===== src/rtl/alif_param_loader.sv =====
// ALIF parameter loader: receives a byte-serial frame into shadow registers and commits it atomically.
// Define LOADER_CHECKSUM_EN for a 5-byte frame whose last byte is the XOR of the first four.
module alif_param_loader #(
    parameter logic [7:0] TIMEOUT_CYCLES = 8'd200
) (
    input  logic       clk,
    input  logic       rst_n,
    input  logic       load_start,
    input  logic [7:0] data_in,
    input  logic       data_valid,
    output logic       data_ready,
    output logic [2:0] weight_a,
    output logic [2:0] weight_b,
    output logic [7:0] leak_rate,
    output logic [7:0] threshold_min,
    output logic [3:0] leak_cycles,
    output logic       params_ready,
    output logic       load_error
);

`ifdef LOADER_CHECKSUM_EN
    typedef enum logic [1:0] {IDLE, RECV, CHECK} state_t;
    localparam logic [2:0] LAST_IDX = 3'd4;
`else
    typedef enum logic [1:0] {IDLE, RECV} state_t;
    localparam logic [2:0] LAST_IDX = 3'd3;
`endif

    state_t     state_q;
    logic [2:0] idx_q;
    logic [7:0] to_cnt_q;
    logic       data_ready_q;
    logic       load_error_q;
    logic       params_ready_q;
    logic [2:0] wa_q, wb_q;
    logic [7:0] lr_q, tm_q;
    logic [3:0] lc_q;
    logic [2:0] sh_wa_q, sh_wb_q;
    logic [7:0] sh_lr_q, sh_tm_q;
`ifdef LOADER_CHECKSUM_EN
    logic [3:0] sh_lc_q;
    logic [7:0] xor_q;
`endif

    logic       accept;
    logic [2:0] byte_idx_d;
    logic [7:0] to_cnt_d;

    // A restart request that coincides with a handshake turns that byte into B0.
    assign accept     = data_ready_q & data_valid;
    assign byte_idx_d = load_start ? 3'd0 : idx_q;
    assign to_cnt_d   = to_cnt_q + 8'd1;

    // NOTE: shadows carry an async reset too, so the post-reset state is fully defined.
    always_ff @(posedge clk or negedge rst_n) begin
        if (!rst_n) begin
            sh_wa_q <= '0;
            sh_wb_q <= '0;
            sh_lr_q <= '0;
            sh_tm_q <= '0;
`ifdef LOADER_CHECKSUM_EN
            sh_lc_q <= '0;
`endif
        end else if (accept) begin
            case (byte_idx_d)
                3'd0: begin
                    sh_wa_q <= data_in[7:5];
                    sh_wb_q <= data_in[4:2];
                end
                3'd1: sh_lr_q <= data_in;
                3'd2: sh_tm_q <= data_in;
`ifdef LOADER_CHECKSUM_EN
                3'd3: sh_lc_q <= data_in[7:4];
`endif
                default: ;
            endcase
        end
    end

    // NOTE: all FSM state and outputs use non-blocking assignments so every field commits on one edge.
    always_ff @(posedge clk or negedge rst_n) begin
        if (!rst_n) begin
            state_q        <= IDLE;
            idx_q          <= '0;
            to_cnt_q       <= '0;
            data_ready_q   <= 1'b0;
            load_error_q   <= 1'b0;
            params_ready_q <= 1'b0;
            wa_q           <= '0;
            wb_q           <= '0;
            lr_q           <= '0;
            tm_q           <= '0;
            lc_q           <= '0;
`ifdef LOADER_CHECKSUM_EN
            xor_q          <= '0;
`endif
        end else begin
            load_error_q <= 1'b0;
            case (state_q)
                IDLE: begin
                    if (load_start) begin
                        state_q      <= RECV;
                        data_ready_q <= 1'b1;
                        idx_q        <= '0;
                        to_cnt_q     <= '0;
`ifdef LOADER_CHECKSUM_EN
                        xor_q        <= '0;
`endif
                    end
                end
                RECV: begin
                    if (accept) begin
                        idx_q    <= byte_idx_d + 3'd1;
                        to_cnt_q <= '0;
`ifdef LOADER_CHECKSUM_EN
                        xor_q    <= (load_start ? 8'd0 : xor_q) ^ data_in;
                        if (byte_idx_d == LAST_IDX) begin
                            state_q      <= CHECK;
                            data_ready_q <= 1'b0;
                        end
`else
                        if (byte_idx_d == LAST_IDX) begin
                            wa_q           <= sh_wa_q;
                            wb_q           <= sh_wb_q;
                            lr_q           <= sh_lr_q;
                            tm_q           <= sh_tm_q;
                            lc_q           <= data_in[7:4];
                            params_ready_q <= 1'b1;
                            state_q        <= IDLE;
                            data_ready_q   <= 1'b0;
                        end
`endif
                    end else if (load_start) begin
                        idx_q    <= '0;
                        to_cnt_q <= '0;
`ifdef LOADER_CHECKSUM_EN
                        xor_q    <= '0;
`endif
                    end else if (to_cnt_d == TIMEOUT_CYCLES) begin
                        load_error_q <= 1'b1;
                        state_q      <= IDLE;
                        data_ready_q <= 1'b0;
                        to_cnt_q     <= '0;
                    end else begin
                        to_cnt_q <= to_cnt_d;
                    end
                end
`ifdef LOADER_CHECKSUM_EN
                CHECK: begin
                    // XOR over all five bytes is zero exactly when the checksum matches.
                    if (xor_q == 8'd0) begin
                        wa_q           <= sh_wa_q;
                        wb_q           <= sh_wb_q;
                        lr_q           <= sh_lr_q;
                        tm_q           <= sh_tm_q;
                        lc_q           <= sh_lc_q;
                        params_ready_q <= 1'b1;
                    end else begin
                        load_error_q <= 1'b1;
                    end
                    state_q <= IDLE;
                end
`endif
                default: begin
                    state_q      <= IDLE;
                    data_ready_q <= 1'b0;
                end
            endcase
        end
    end

    assign data_ready    = data_ready_q;
    assign load_error    = load_error_q;
    assign params_ready  = params_ready_q;
    assign weight_a      = wa_q;
    assign weight_b      = wb_q;
    assign leak_rate     = lr_q;
    assign threshold_min = tm_q;
    assign leak_cycles   = lc_q;

endmodule


===== config.mk =====
export PLATFORM = sky130hd
export DESIGN_NAME = alif_param_loader
export DESIGN_NICKNAME = d
export VERILOG_FILES = /design/src/rtl/alif_param_loader.sv
export SDC_FILE = /design/constraint.sdc
export NUM_CORES = 1
export LEC_CHECK = 0
export BUFFER_PORTS_ARGS = -buffer_cell sky130_fd_sc_hd__clkbuf_2
export CORE_MARGIN = 2
export CORE_UTILIZATION = 50
export CTS_BUF_LIST = sky130_fd_sc_hd__clkbuf_4 sky130_fd_sc_hd__clkbuf_8 sky130_fd_sc_hd__clkbuf_16
export DETAILED_ROUTE_END_ITERATION = 7
export HOLD_SLACK_MARGIN = 0.15
export PLACE_DENSITY = 0.75
export SYNTH_ARGS = -nofsm -noshare
export SYNTH_HDL_FRONTEND = slang
export SYNTH_SLANG_ARGS = --single-unit

===== constraint.sdc =====
create_clock -name clk -period 1.9 [get_ports clk]
set_clock_uncertainty 0.2 [all_clocks]
set_input_delay 0.285 -clock clk [delete_from_list [all_inputs] [get_ports clk]]
set_output_delay 0.285 -clock clk [all_outputs]
set_load 0.05 [all_outputs]

==> qor.txt <==
clk buf depth - 2
post-detail-place hpwl - 3.31 mm
pwr dens - 1430 nW/um^2
first-pass GRT wire length - 7.78 mm
GR Overflow Total - 0
core area - 5040 sq um
path depth of the worst reg2reg path - 6
Die ar. - 5740 sq um
sw frac - 37.2%
die height - 75.8 um
Highest Clock Rate - 0.543 GHz
Initial DRT Pass Iterations - 4
Ys Warns - 0
Cell Area, Synth - 2580 sq um
Area Overhead vs Synth - 30.2%
RePlAce Congestion - 0.858
Starting Density - 51.1%
layout cells sized above 1 - 50.4%
vias in the first global route - 1679
Final Cycle Share - 96.9%
run status - completed
area leader, netlist - dfrtp_1
Total Power - 0.00480 W
main flop type after synthesis - dfrtp_1
leak pwr - 1.65 nW
gr usage total - 18.4%
setup violators final - 0
CP Class - reg -> reg
Synth Area per Inst - 14.1 sq um
Die W - 75.8 um
# port buffers - 40
Max-Slew Margin vs Limit - 63.8%
Iter 0 DRT Violations - 45
Placement Cell Area - 3010 sq um
Vias/cell - 4.98
Data arrival, critical path - 1.86 ns
syn nets - 201
setup tns final - 0 ns
n_diodes - 0
Yosys top cell area share - 60.2%
P_sw - 0.00178 W
Skew-Pair Late Insertion Delay - 0.33 ns
fin. max-slew vios - 0
Root Buffer Master - clkbuf_8
Row Count - 26
Required @ worst endpoint - 1.91 ns
TritonCTS clock tree - done
Hold Path Stages - 3
post-CTS setup buffer count - 0
post-synthesis cell count - 183
vias post-DR - 1664
clock power share - 25.6%
Worst Tran Pin Value - 0.541 ns
power share of the sequential group - 40.5%
ANT nets after route - 0
Hold Vio Cnt, Final - 0
CTS buffer count - 9
FFs w/ async S/R, synth - 100%
Min Hold Slack - 0.168 ns
Clk pin slew, worst setup/hold paths - 0.06 ns
top-level I/O count - 41
RSZ-0062 raised after global routing - false
antenna violations before repair - 0
worst hold-check path type - in -> reg
sequential cell area fraction in the yosys report - 60.2%
dpl cells - 307
number of synthesized flops with an enable pin - 0
fin crit period - 1.84 ns
CP startpoint kind - flip-flop
Max Cap Viol - 0
Crit Path Max Fanout - 15
Final Non-Filler Cells - 334
Detailed Route WL - 4.60 mm
CTS H-Tree Depth - 3
Synth area leaders - dfrtp_1 (60%), mux2_2 (21%), ha_1 (2.9%)
DRC Markers - 0
post-synth cell types - 29
drt wl/cell - 13.8 um
internal power - 0.00301 W
Yosys reg bits - 62
fin nets - 277
top cells by count, synth - dfrtp_1 (62), mux2_2 (49), nand2_1 (13), nor2_1 (8)
Worst VDD drop - 0.000987 V
Comb power frac - 33.9%
largest net degree at the start of global routing - 34
CP endpoint kind - flip-flop
final instance area - 3360 sq um
clock tree sinks - 62
most common cell in the netlist - dfrtp_1
path summary, 6_finish.rpt:
kind / start / endpoint / slack, ns
max: idx_q[1] / threshold_min[1] / 0.06
min: data_valid / data_ready / 0.17
max reg2reg: idx_q[1] / threshold_min[1] / 0.06
min reg2reg: params_ready / params_ready / 0.27
max in group asynchronous: rst_n / sh_tm_q[6] / 0.35
min in group asynchronous: rst_n / to_cnt_q[3] / 0.67
flip-flops by register name, summed over array words and instances, names as in the netlist:
register / flops
params_ready: 1
sh_wb_q: 3
sh_wa_q: 3
weight_b: 3
leak_cycles: 4
leak_rate: 8
threshold_min: 8
to_cnt_q: 8
data_ready: 1
sh_lr_q: 8
sh_tm_q: 8
idx_q: 3
load_error: 1
weight_a: 3
power groups by stage:
| stage | combinational (W) | clock, W | sequential, W |
|---|---|---|---|
| after floorplan | 0.000423 | 0 | 0.00273 |
| after global placement | 0.00159 | 0 | 0.00196 |
| after detailed placement | 0.00162 | 0 | 0.00197 |
| after CTS | 0.00164 | 0.00125 | 0.00194 |
| after global routing | 0.00173 | 0.00130 | 0.00200 |
| final | 0.00163 | 0.00123 | 0.00194 |
metal layers:
layer  global-route usage, %  routed length, um
met5                       0                  0
met4                    6.63                 66
met3                    6.75                199
met2                    27.8               2170
met1                    24.6               2160
area by class of cell:
| class | instances | area, sq um |
|---|---|---|
| clock buffers | 13 | 179 |
| clock inverters | 3 | 40.0 |
| fillers | 391 | 1690 |
| inverters | 4 | 15.0 |
| multi-input cells | 115 | 1010 |
| flip-flops and latches | 62 | 1550 |
| well taps | 70 | 87.6 |
| repair buffers | 67 | 473 |
critical path, stage by stage, from the launching register on:
cell,delay [ns]
dfrtp_1,0.37
nor2b_1,0.15
ha_1,0.20
ha_1,0.19
nand3_2,0.12
buf_12,0.16
mux2_2,0.34
stage by stage:
stage	utilization (%)	setup WS, ns
2_1_floorplan	-	0.0289
3_3_place_gp	59.8	0.0632
3_5_place_dp	59.8	0.00188
4_1_cts	66.3	0.0197
5_1_grt	66.6	0.00313
6_report	66.6	0.0582
what timing repair did:
action / in CTS / in global routing
endpoints found under the hold margin: 88 / 0
resized for setup: 0 / 5
endpoints found under the setup margin: 0 / 10
hold buffers: 11 / 0
layout by cell type, fill, tap and decap left out, drive strengths merged, types with 2 or more instances in the layout:
cell         count
o21a             3
clkbuf          53
inv              4
nor2             8
a31oi            2
o21ai            7
buf             16
nand2           13
mux2i            2
ha               6
clkinv           2
nand4            2
mux2            49
dlygate4sd3     10
dfrtp           62
nor2b            3
nand3            8
cells by family (layout without fill, tap and decap cells):
group	after synthesis	after routing	share of synthesized area, %
adder cells (fa/ha/maj)	6	6	2.91
buffers and inverters	6	87	0.971
AND/OR/NAND/NOR	41	41	8.45
AO/OA/AOI/OAI	16	16	4.47
XOR/XNOR	1	1	0.340
multiplexers	51	51	22.7
flip-flops	62	62	60.2
Note: power is estimated with default switching activity, not from simulation.
